===== src/rtl/mcoi_diag_rs485_tx_pkg.sv =====
// Shared definitions for the diagnostics RS485 telemetry serialiser.
package mcoi_diag_rs485_tx_pkg;

  localparam logic [7:0] SYNC_BYTE = 8'hA5;
  localparam int         FRAME_LEN = 15;

  typedef enum logic [2:0] {IDLE, LEAD, START, DATA, STOP, TRAIL} diag_tx_state_t;

  // One MSB-first step of CRC-8, poly 0x07.
  function automatic logic [7:0] crc8_step(input logic [7:0] crc, input logic din);
    crc8_step = {crc[6:0], 1'b0} ^ ((crc[7] ^ din) ? 8'h07 : 8'h00);
  endfunction

endpackage


===== src/rtl/mcoi_uart_tx_bitgen.sv =====
// 8N1 bit generator: bit-period counter and 10-bit shift register, idle high.
// A byte loaded in the last STOP cycle follows with no idle gap.
module mcoi_uart_tx_bitgen
  import mcoi_diag_rs485_tx_pkg::*;
#(
  parameter int unsigned CLKS_PER_BIT = 868
) (
  input  logic       clk,
  input  logic       rst,
  input  logic       load,
  input  logic [7:0] data,
  output logic       ready,
  output logic       tx
);

  localparam int CNT_W = $clog2(CLKS_PER_BIT + 1);

  logic [CNT_W-1:0] cnt;
  logic [3:0]       bit_idx;
  logic             active;
  logic [9:0]       shreg;
  logic             bit_end;

  assign bit_end = (cnt == CNT_W'(CLKS_PER_BIT - 1));
  assign ready   = !active || (bit_idx == 4'd9 && bit_end);
  assign tx      = shreg[0];

  always_ff @(posedge clk or posedge rst) begin
    if (rst) begin
      shreg   <= '1;
      cnt     <= '0;
      bit_idx <= '0;
      active  <= 1'b0;
    end else if (load && ready) begin
      shreg   <= {1'b1, data, 1'b0};
      cnt     <= '0;
      bit_idx <= '0;
      active  <= 1'b1;
    end else if (active) begin
      if (bit_end) begin
        cnt   <= '0;
        // Shifting in ones leaves the line idle high once the stop bit ends.
        shreg <= {1'b1, shreg[9:1]};
        if (bit_idx == 4'd9) active  <= 1'b0;
        else                 bit_idx <= bit_idx + 4'd1;
      end else begin
        cnt <= cnt + CNT_W'(1);
      end
    end
  end

endmodule


===== src/rtl/mcoi_diag_rs485_tx.sv =====
// Diagnostics telemetry frame sender on RS485 (15-byte frame, driver-enable guard bits).
// Define MCOI_DIAG_CRC8_EN for a CRC-8 check byte; otherwise an 8-bit sum is sent.
module mcoi_diag_rs485_tx
  import mcoi_diag_rs485_tx_pkg::*;
#(
  parameter int unsigned CLK_FREQ_HZ   = 100_000_000,
  parameter int unsigned BAUD          = 115_200,
  parameter int unsigned PERIOD_CYCLES = 10_000_000
) (
  input  logic        clk,
  input  logic        rst,
  input  logic [15:0] temp_ib16,
  input  logic [15:0] power_ib16,
  input  logic [3:0]  rev_ib4,
  input  logic [63:0] id_ib64,
  input  logic        send_i,
  output logic        tx_o,
  output logic        de_o,
  output logic        busy_o,
  output logic [15:0] frame_cnt_ob16
);

  localparam int unsigned CPB       = CLK_FREQ_HZ / BAUD;
  localparam int          CNT_W     = $clog2(CPB + 1);
  localparam logic [3:0]  LAST_BYTE = 4'(FRAME_LEN - 1);
  localparam logic [31:0] PER_M1    = (PERIOD_CYCLES == 0) ? 32'd0 : 32'(PERIOD_CYCLES - 1);

  diag_tx_state_t    state;
  logic [CNT_W-1:0]  clk_cnt;
  logic [2:0]        bit_idx;
  logic [3:0]        byte_idx, nxt_idx;
  logic              pending;
  logic [31:0]       tmr;
  logic [15:0]       snap_temp, snap_power;
  logic [3:0]        snap_rev;
  logic [63:0]       snap_id;
  logic [0:13][7:0]  hdr;
  logic [7:0]        chk, nxt_byte;
  logic              bit_end, period_hit, start, load, bg_ready;

  assign bit_end    = (clk_cnt == CNT_W'(CPB - 1));
  assign period_hit = (PERIOD_CYCLES != 0) && (tmr == PER_M1);
  assign start      = (state == IDLE) && (send_i || pending || period_hit);

  assign hdr      = {SYNC_BYTE, 4'h0, snap_rev, snap_temp, snap_power, snap_id};
  assign nxt_idx  = (state == LEAD) ? 4'd0 : byte_idx + 4'd1;
  assign nxt_byte = (nxt_idx == LAST_BYTE) ? chk : hdr[nxt_idx];
  // Next byte is handed over in the final cycle of LEAD or of a non-final STOP.
  assign load     = ((state == LEAD) || (state == STOP && byte_idx != LAST_BYTE)) && bit_end && bg_ready;

  mcoi_uart_tx_bitgen #(.CLKS_PER_BIT(CPB)) u_bitgen (
    .clk   (clk),
    .rst   (rst),
    .load  (load),
    .data  (nxt_byte),
    .ready (bg_ready),
    .tx    (tx_o)
  );

  always_ff @(posedge clk or posedge rst) begin
    if (rst) begin
      state          <= IDLE;
      clk_cnt        <= '0;
      bit_idx        <= '0;
      byte_idx       <= '0;
      de_o           <= 1'b0;
      busy_o         <= 1'b0;
      frame_cnt_ob16 <= '0;
      pending        <= 1'b0;
      tmr            <= '0;
      snap_temp      <= '0;
      snap_power     <= '0;
      snap_rev       <= '0;
      snap_id        <= '0;
    end else begin
      tmr <= start ? 32'd0 : tmr + 32'd1;
      if (start)                pending <= 1'b0;
      else if (send_i && busy_o) pending <= 1'b1;

      case (state)
        IDLE: if (start) begin
          state      <= LEAD;
          de_o       <= 1'b1;
          busy_o     <= 1'b1;
          clk_cnt    <= '0;
          snap_temp  <= temp_ib16;
          snap_power <= power_ib16;
          snap_rev   <= rev_ib4;
          snap_id    <= id_ib64;
        end
        default: begin
          clk_cnt <= bit_end ? '0 : clk_cnt + CNT_W'(1);
          if (bit_end) begin
            case (state)
              LEAD:  begin state <= START; byte_idx <= '0; end
              START: begin state <= DATA;  bit_idx  <= '0; end
              DATA:  if (bit_idx == 3'd7) state <= STOP;
                     else                 bit_idx <= bit_idx + 3'd1;
              STOP:  if (byte_idx == LAST_BYTE) state <= TRAIL;
                     else begin state <= START; byte_idx <= byte_idx + 4'd1; end
              TRAIL: begin
                state          <= IDLE;
                de_o           <= 1'b0;
                busy_o         <= 1'b0;
                frame_cnt_ob16 <= frame_cnt_ob16 + 16'd1;
              end
              default: state <= IDLE;
            endcase
          end
        end
      endcase
    end
  end

`ifdef MCOI_DIAG_CRC8_EN
  logic [7:0] crc_sh;
  logic [3:0] crc_cnt;

  // Each byte is folded in MSB-first over 8 cycles, well inside its 10-bit slot.
  always_ff @(posedge clk or posedge rst) begin
    if (rst) begin
      chk     <= '0;
      crc_sh  <= '0;
      crc_cnt <= '0;
    end else if (start) begin
      chk     <= '0;
      crc_cnt <= '0;
    end else if (load && nxt_idx != LAST_BYTE) begin
      crc_sh  <= nxt_byte;
      crc_cnt <= 4'd8;
    end else if (crc_cnt != 4'd0) begin
      chk     <= crc8_step(chk, crc_sh[7]);
      crc_sh  <= {crc_sh[6:0], 1'b0};
      crc_cnt <= crc_cnt - 4'd1;
    end
  end
`else
  always_ff @(posedge clk or posedge rst) begin
    if (rst)                                 chk <= '0;
    else if (start)                          chk <= '0;
    else if (load && nxt_idx != LAST_BYTE)   chk <= chk + nxt_byte;
  end
`endif

endmodule


===== config.mk =====
export PLATFORM = sky130hd
export DESIGN_NAME = mcoi_diag_rs485_tx
export DESIGN_NICKNAME = d
export VERILOG_FILES = /design/src/rtl/mcoi_diag_rs485_tx_pkg.sv /design/src/rtl/mcoi_uart_tx_bitgen.sv /design/src/rtl/mcoi_diag_rs485_tx.sv
export SDC_FILE = /design/constraint.sdc
export NUM_CORES = 1
export LEC_CHECK = 0
export BUFFER_PORTS_ARGS = -buffer_cell sky130_fd_sc_hd__clkbuf_2
export CELL_PAD_IN_SITES_DETAIL_PLACEMENT = 1
export CELL_PAD_IN_SITES_GLOBAL_PLACEMENT = 1
export CORE_ASPECT_RATIO = 2
export CORE_MARGIN = 2
export CORE_UTILIZATION = 45
export CTS_CLUSTER_SIZE = 30
export DETAILED_ROUTE_END_ITERATION = 10
export HOLD_SLACK_MARGIN = 0.03
export MAX_ROUTING_LAYER = met4
export PLACE_DENSITY_LB_ADDON = 0.1
export RECOVER_POWER = 50
export SLEW_MARGIN = 10
export SYNTH_ARGS = -nofsm -noshare
export SYNTH_HDL_FRONTEND = slang
export SYNTH_SLANG_ARGS = --single-unit

===== constraint.sdc =====
create_clock -name clk -period 11.16 [get_ports clk]
set_input_delay 1.116 -clock clk [delete_from_list [all_inputs] [get_ports clk]]
set_output_delay 1.116 -clock clk [all_outputs]
set_load 0.01 [all_outputs]

# After elaboration in Yosys (flattened, before gate mapping)
# Index checks and enable logic that the tools add are counted.
# word_totals
regBits	203
inputBits	103
out_inout_bits	19
elab_cells	118
# classes
muxes	41
magnitude_cmp	1
reduce_logical	30
n_eq_ne	19
bitwise_logic	2
add_sub_neg	8
# op_table
cell	n
10-bit two-way mux	9
8-bit two-way mux	5
32-bit by 1-bit adder with 32-bit output, second input constant	1
8-bit binary-select mux with 4-bit select	1
32-bit by 24-bit equality test with 1-bit output, second input constant	1
32-bit two-way mux	1
4-bit two-way mux	6
10-bit by 1-bit adder with 10-bit output, second input constant	2
10-bit equality test, second input constant	2
3-bit two-way mux	6
16-bit by 1-bit adder with 16-bit output, second input constant	1
2-bit nonzero test	8
4-bit equality test, second input constant	3
3-bit one-hot mux with 4 select lines	1
3-bit AND reduction	4
1-bit two-way mux	10
3-bit equality test, second input constant	3
4-bit by 1-bit adder with 4-bit output, second input constant	2
8-bit adder	1
1-bit logical AND	8
2-bit inequality test, second input constant	4
4-bit inequality test, second input constant	2
4-bit one-hot mux with 2 select lines	1
4-bit AND reduction	2
12 further kinds	17

# Longest topological paths before layout
# depth
word_depth	10
depth_mapped	22
depth_no_buf	18

# Hierarchy
# From an unflattened synthesis, not the netlist that was laid out.
# unflattened
cells_unflattened	1129
area_unflattened_um2	10354.9
# modules_own_cells
mod	seq_area_each_um2	cells_each	area_each_um2	n_inst
mcoi_diag_rs485_tx	4454.3	1008	8989.9	1
mcoi_uart_tx_bitgen	611.8	121	1365.1	1

# Least setup slack after synthesis
# OpenSTA, ideal clock, no wires.
# synth_path
path_type	register to register
start	register byte_idx[0]
end	register chk[7]
t_required_ns	11.037
path_slack_ns	7.108
n_path_buf	5
setup_time_ns	0.123
stages_incl_launch_ff	20
arrival_time_ns	3.929
synth_period_minus_slack_ns	4.052
path_cell_list	dfrtp_1 > buf_2 > inv_1 > clkbuf_1 > ha_1 > clkbuf_1 > clkbuf_1 > clkbuf_1 > mux4_2 > nand2_1 > o21ai_0 > o22ai_1 > nand2_1 > ha_1 > nor2b_1 > o31a_1 > o41ai_1 > xnor2_1 > nand2_1 > mux2i_1
# synth_between
elab_chain_cells	10
elab_cells_between_ends	19
cone_classes	add/sub: 2; eq/ne: 3; mux: 7; bitwise: 1; reduce/logical: 6
# synth_rtl
element	line_no	text
start: declaration	mcoi_diag_rs485_tx.sv:31	logic [3:0] byte_idx, nxt_idx;
start signal: assignment	mcoi_diag_rs485_tx.sv:65	byte_idx <= '0;
start signal: assignment	mcoi_diag_rs485_tx.sv:95	LEAD: begin state <= START; byte_idx <= '0; end
start signal: assignment	mcoi_diag_rs485_tx.sv:100	else begin state <= START; byte_idx <= byte_idx + 4'd1; end
4-bit by 1-bit adder with 4-bit output	mcoi_diag_rs485_tx.sv:46	assign nxt_idx = (state == LEAD) ? 4'd0 : byte_idx + 4'd1;
4-bit two-way mux	mcoi_diag_rs485_tx.sv:46	
4-bit inverter with 5-bit output (not written as such)	mcoi_diag_rs485_tx.sv:47	assign nxt_byte = (nxt_idx == LAST_BYTE) ? chk : hdr[nxt_idx];
8-bit binary-select mux with 4-bit select	mcoi_diag_rs485_tx.sv:47	
8-bit two-way mux (not written as such) (2 in series)	mcoi_diag_rs485_tx.sv:47	
8-bit two-way mux	mcoi_diag_rs485_tx.sv:47	
8-bit adder	mcoi_diag_rs485_tx.sv:141	else if (load && nxt_idx != LAST_BYTE) chk <= chk + nxt_byte;
8-bit two-way mux	mcoi_diag_rs485_tx.sv:141	
8-bit two-way mux	mcoi_diag_rs485_tx.sv:140	else if (start) chk <= '0;
end signal: assignment	mcoi_diag_rs485_tx.sv:141	
end: declaration	mcoi_diag_rs485_tx.sv:38	logic [7:0] chk, nxt_byte;
# Several ways; a longest one is shown, not always the timed one. The select of a mux whose other input is x is not followed.
# A chain may end at the register's enable or synchronous reset.

# Worst setup path in the final report
# Ends and elaborated chain as after synthesis.

==> impl_results.md <==
* Comb pwr share at 0.023
* Setup CP Type: reg2reg
* Slew headroom at -2.83
* Mux cell area share after synthesis at 0.0279
* Total I/O pin count at 122
* RSZ-0062 raised after global routing: false
* Post-synth cell types at 70
* Post-Route WL at 28700 µm
* Critical Path Fanout Max at 47
* Outcome: complete, but fails checks
* Die Span Y at 217 µm
* Final setup fails at 0
* CTS clk-pin slew, worst paths at 60 ps
* Largest family of logic cells by synthesized area: simple AND/OR/NAND/NOR gates
* Internal Power at 1110 µW
* Clock Skews at 12.1 ps
* Nets at 1371
* Async set-reset flop share out of synthesis at 1.00
* Count of flip-flops with a built-in enable after synthesis at 0
* Post-synthesis simple-gate area fraction at 0.261
* CTS tree: done
* IR drop worst, VDD at 0.116 mV
* CP top delay family: buffers and inverters
* Slowest stage cell, crit path: clkbuf_1
* DIE AREA at 24000 µm²
* Post_cts resized at 0
* Fraction of power spent switching nets at 0.221
* Reg-to-reg startpoint: byte_idx[0]
* Worst setup SP type: flip-flop
* Pin count of the biggest net entering global routing at 125
* Fin. max-slew vios at 173
* Routed Antenna Nets at 0
* Syn Inst Count at 1160
* GRT Total Usage at 0.247
* Final-report hold violation count at 0
* Data required, critical path at 11570 ps
* CP dominant cell by count: a21oi_1
* Slew @ Worst Pin at 5710 ps
* XOR/XNOR Fraction of Synth Area at 0.0471
* Synthesis warning total at 0
* Hold path endpoint: u_bitgen.bit_idx[3]
* CTS buffer count at 21
* Violated checks: max-capacitance violations, max-slew violations
* Setup slack, reg-to-reg at 4100 ps
* DP HPWL at 20400 µm
* IO buf count at 121
* Detailed Routing Iterations Pass 1 at 4
* Vias in the first global route at 9018
* Gr ovfl total at 0
* Drt via density at 5.53
* Final TNS setup at 0 ps
* Final Wtd Congestion at 0.900
* Worst path cell trace: clkbuf_1 -> inv_1 -> ha_1 -> buf_4 -> nor2_1 -> a21oi_1 -> a21oi_1 -> a211oi_1 -> a211oi_1 -> inv_1 -> ha_1 -> a21oi_1 -> nor2b_1 -> o31a_1 -> o41ai_1 -> xnor2_1 -> nand2_1 -> mux2i_1
* Pre-CTS setup slack at 5960 ps
* P_leak at 0.00573 µW
* Post-route setup slack at 4100 ps
* Post-synthesis adder-cell area fraction at 0.0228
* Initial Utilization at 0.455
* Clock power frac at 0.464
* Fin crit share at 0.633
* Global-route wire length before repair at 47400 µm
* Layout cell share with drive strength beyond 1 at 0.136
* H-tree levels at 1
* Fmax at 142 MHz
* Vias at 8526
* Die span in x at 111 µm
* Fin crit period at 7060 ps
* Crit end category: flip-flop
* Number of remaining DRC errors at 0
* Synth-to-Final Area Change at 13.3%
* Antenna violations before repair at 0
* Clk root buf: clkbuf_16
* WL/cell at 18.6 µm
* Hold path startpoint: u_bitgen.bit_idx[3]
* Critical path's largest stage delay at 1720 ps
* Clk_lat worst skew at 510 ps
* # Post-CTS Setup Buffers at 0
* Sequential power share at 0.513
* Num rows at 78
* Mapped cell area at 10200 µm²
* Compound-Gate Fraction of Synth Area at 0.115
* Diode count at 0
* Core area at 22400 µm²
* CTS sink count at 202
* PD cells at 123 nW/µm²
* FF+latch count, synth at 202
* Hold Path Depth at 1
* R2R Path End: chk[7]
* Net Sw Power at 315 µW
* CP Data Arrival Time at 7470 ps
* Max_cap viols at 2
* Worst Reg-to-Reg Cells at 18
* CP bufs+invs at 4
* Mean post-synth cell area at 8.81 µm²
* Hold_buf cts at 0
* Post-synthesis net count at 1281
* CTS Buffer Depth at 3
* HP Class: reg2reg
* Register area share after synthesis at 0.496
* Iter 0 DRT Violations at 440
* Fill count at 2693
* Post-synth top flop: dfrtp_1
state kept, by name, indices dropped and copies added, names as in the netlist:
signal,count
u_bitgen.shreg,9
snap_power,16
snap_id,64
tmr,32
clk_cnt,10
u_bitgen.active,1
state,3
frame_cnt_ob16,16
u_bitgen.cnt,10
snap_rev,4
chk,8
busy_o,1
snap_temp,16
u_bitgen.bit_idx,4
byte_idx,4
bit_idx,3
pending,1
cells by family (layout without fill, tap and decap cells):
| kind of cell | count (synthesis) | in the layout |
|---|---|---|
| AOI/OAI and AO/OA | 183 | 183 |
| xor gates and xnor gates | 55 | 55 |
| adders and majority gates | 18 | 18 |
| buffers and inverters | 75 | 176 |
| DFF | 202 | 202 |
| muxes | 24 | 24 |
| and+or+nand+nor | 603 | 603 |
through the flow:
| stage | cells | area, µm² | util | hold WS [ps] | total power [µW] |
|---|---|---|---|---|---|
| after floorplan | 1160 | 10200 | - | 438 | 757 |
| after global placement | 1507 | 11000 | 0.490 | 455 | 780 |
| after detailed placement | 1507 | 11000 | 0.490 | 461 | 780 |
| after CTS | 1541 | 11600 | 0.518 | 481 | 1450 |
| after global routing | 1541 | 11600 | 0.516 | 490 | 1470 |
| final | 1541 | 11600 | 0.516 | 474 | 1430 |
metal layers:
| metal | vias up | share of wire | track usage |
|---|---|---|---|
| met5 | - | 0 | - |
| met4 | 0 | 0.032 | 0.0875 |
| met3 | 59 | 0.036 | 0.0228 |
| met2 | 166 | 0.50 | 0.412 |
| met1 | 4192 | 0.44 | 0.316 |
| li1 | 4109 | - | - |
layout by cell type, fill, tap and decap left out, drive strengths merged, types with 8 or more instances in the layout:
cell	count
nand2	373
dfrtp	193
clkbuf	150
nor2	76
o21ai	76
nand3	39
xor2	30
xnor2	25
a21oi	23
and3	19
ha	17
mux2i	15
nand4	15
nor3	14
inv	13
nand2b	13
o22ai	12
and2	12
a22oi	9
dfstp	9
nor2b	9
or3	8
power groups by stage:
stage	logic [µW]	clock network, µW	registers [µW]
after global placement	34.0	0	746
after CTS	34.6	682	732
after global routing	37.5	704	732
final	32.7	662	733
after detailed placement	34.4	0	746
after floorplan	11.0	0	746
layout make-up:
type	count	area, µm²	area share
Sequential cell	202	5070	0.438
Multi-Input combinational cell	883	4850	0.419
Timing Repair Buffer	128	631	0.0544
Clock buffer	28	582	0.0502
Tap cell	280	350	0.0302
Inverter	14	53.8	0.00465
Clock inverter	6	46.3	0.00400
how the worst max path moves through the flow:
stage / startpoint / end / slack [ps] / depth (start not counted)
floorplan: rst / bit_idx[0] / 4550 / 1
global placement: byte_idx[0] / chk[7] / 6300 / 18
detailed placement: byte_idx[0] / chk[7] / 5960 / 18
CTS: byte_idx[0] / chk[7] / 5910 / 18
global route: byte_idx[0] / chk[7] / 3420 / 18
finish: byte_idx[0] / chk[7] / 4100 / 18
cell usage after synthesis, types with 5 or more instances:
master      n  share of area
mux2i_1    15          0.015
clkbuf_1   38          0.014
o21ai_0    70          0.034
a21o_1      6         0.0044
nand2_1   372           0.14
o221ai_1    6         0.0051
nor3_1     13         0.0064
a22o_1      5         0.0043
nor2_1     76          0.028
nand2b_1   12         0.0073
xor2_1     30          0.026
o21ai_1     6         0.0029
and2_1     10         0.0061
and3_1     19          0.012
nand3_1    39          0.019
and4_1      5         0.0043
a32o_1      5         0.0049
o22ai_1    12         0.0073
o31ai_1     6         0.0044
dfstp_2     9          0.023
inv_1      14         0.0051
dfrtp_1   193           0.47
or3_1       8         0.0049
buf_2      21          0.010
nor2b_1     8         0.0049
nand4_1    14         0.0086
a21oi_1    23          0.011
xnor2_1    25          0.021
ha_1       17          0.021
mux2_2      6         0.0066
a22oi_1     9         0.0066
(Power assumes the default switching activity.)
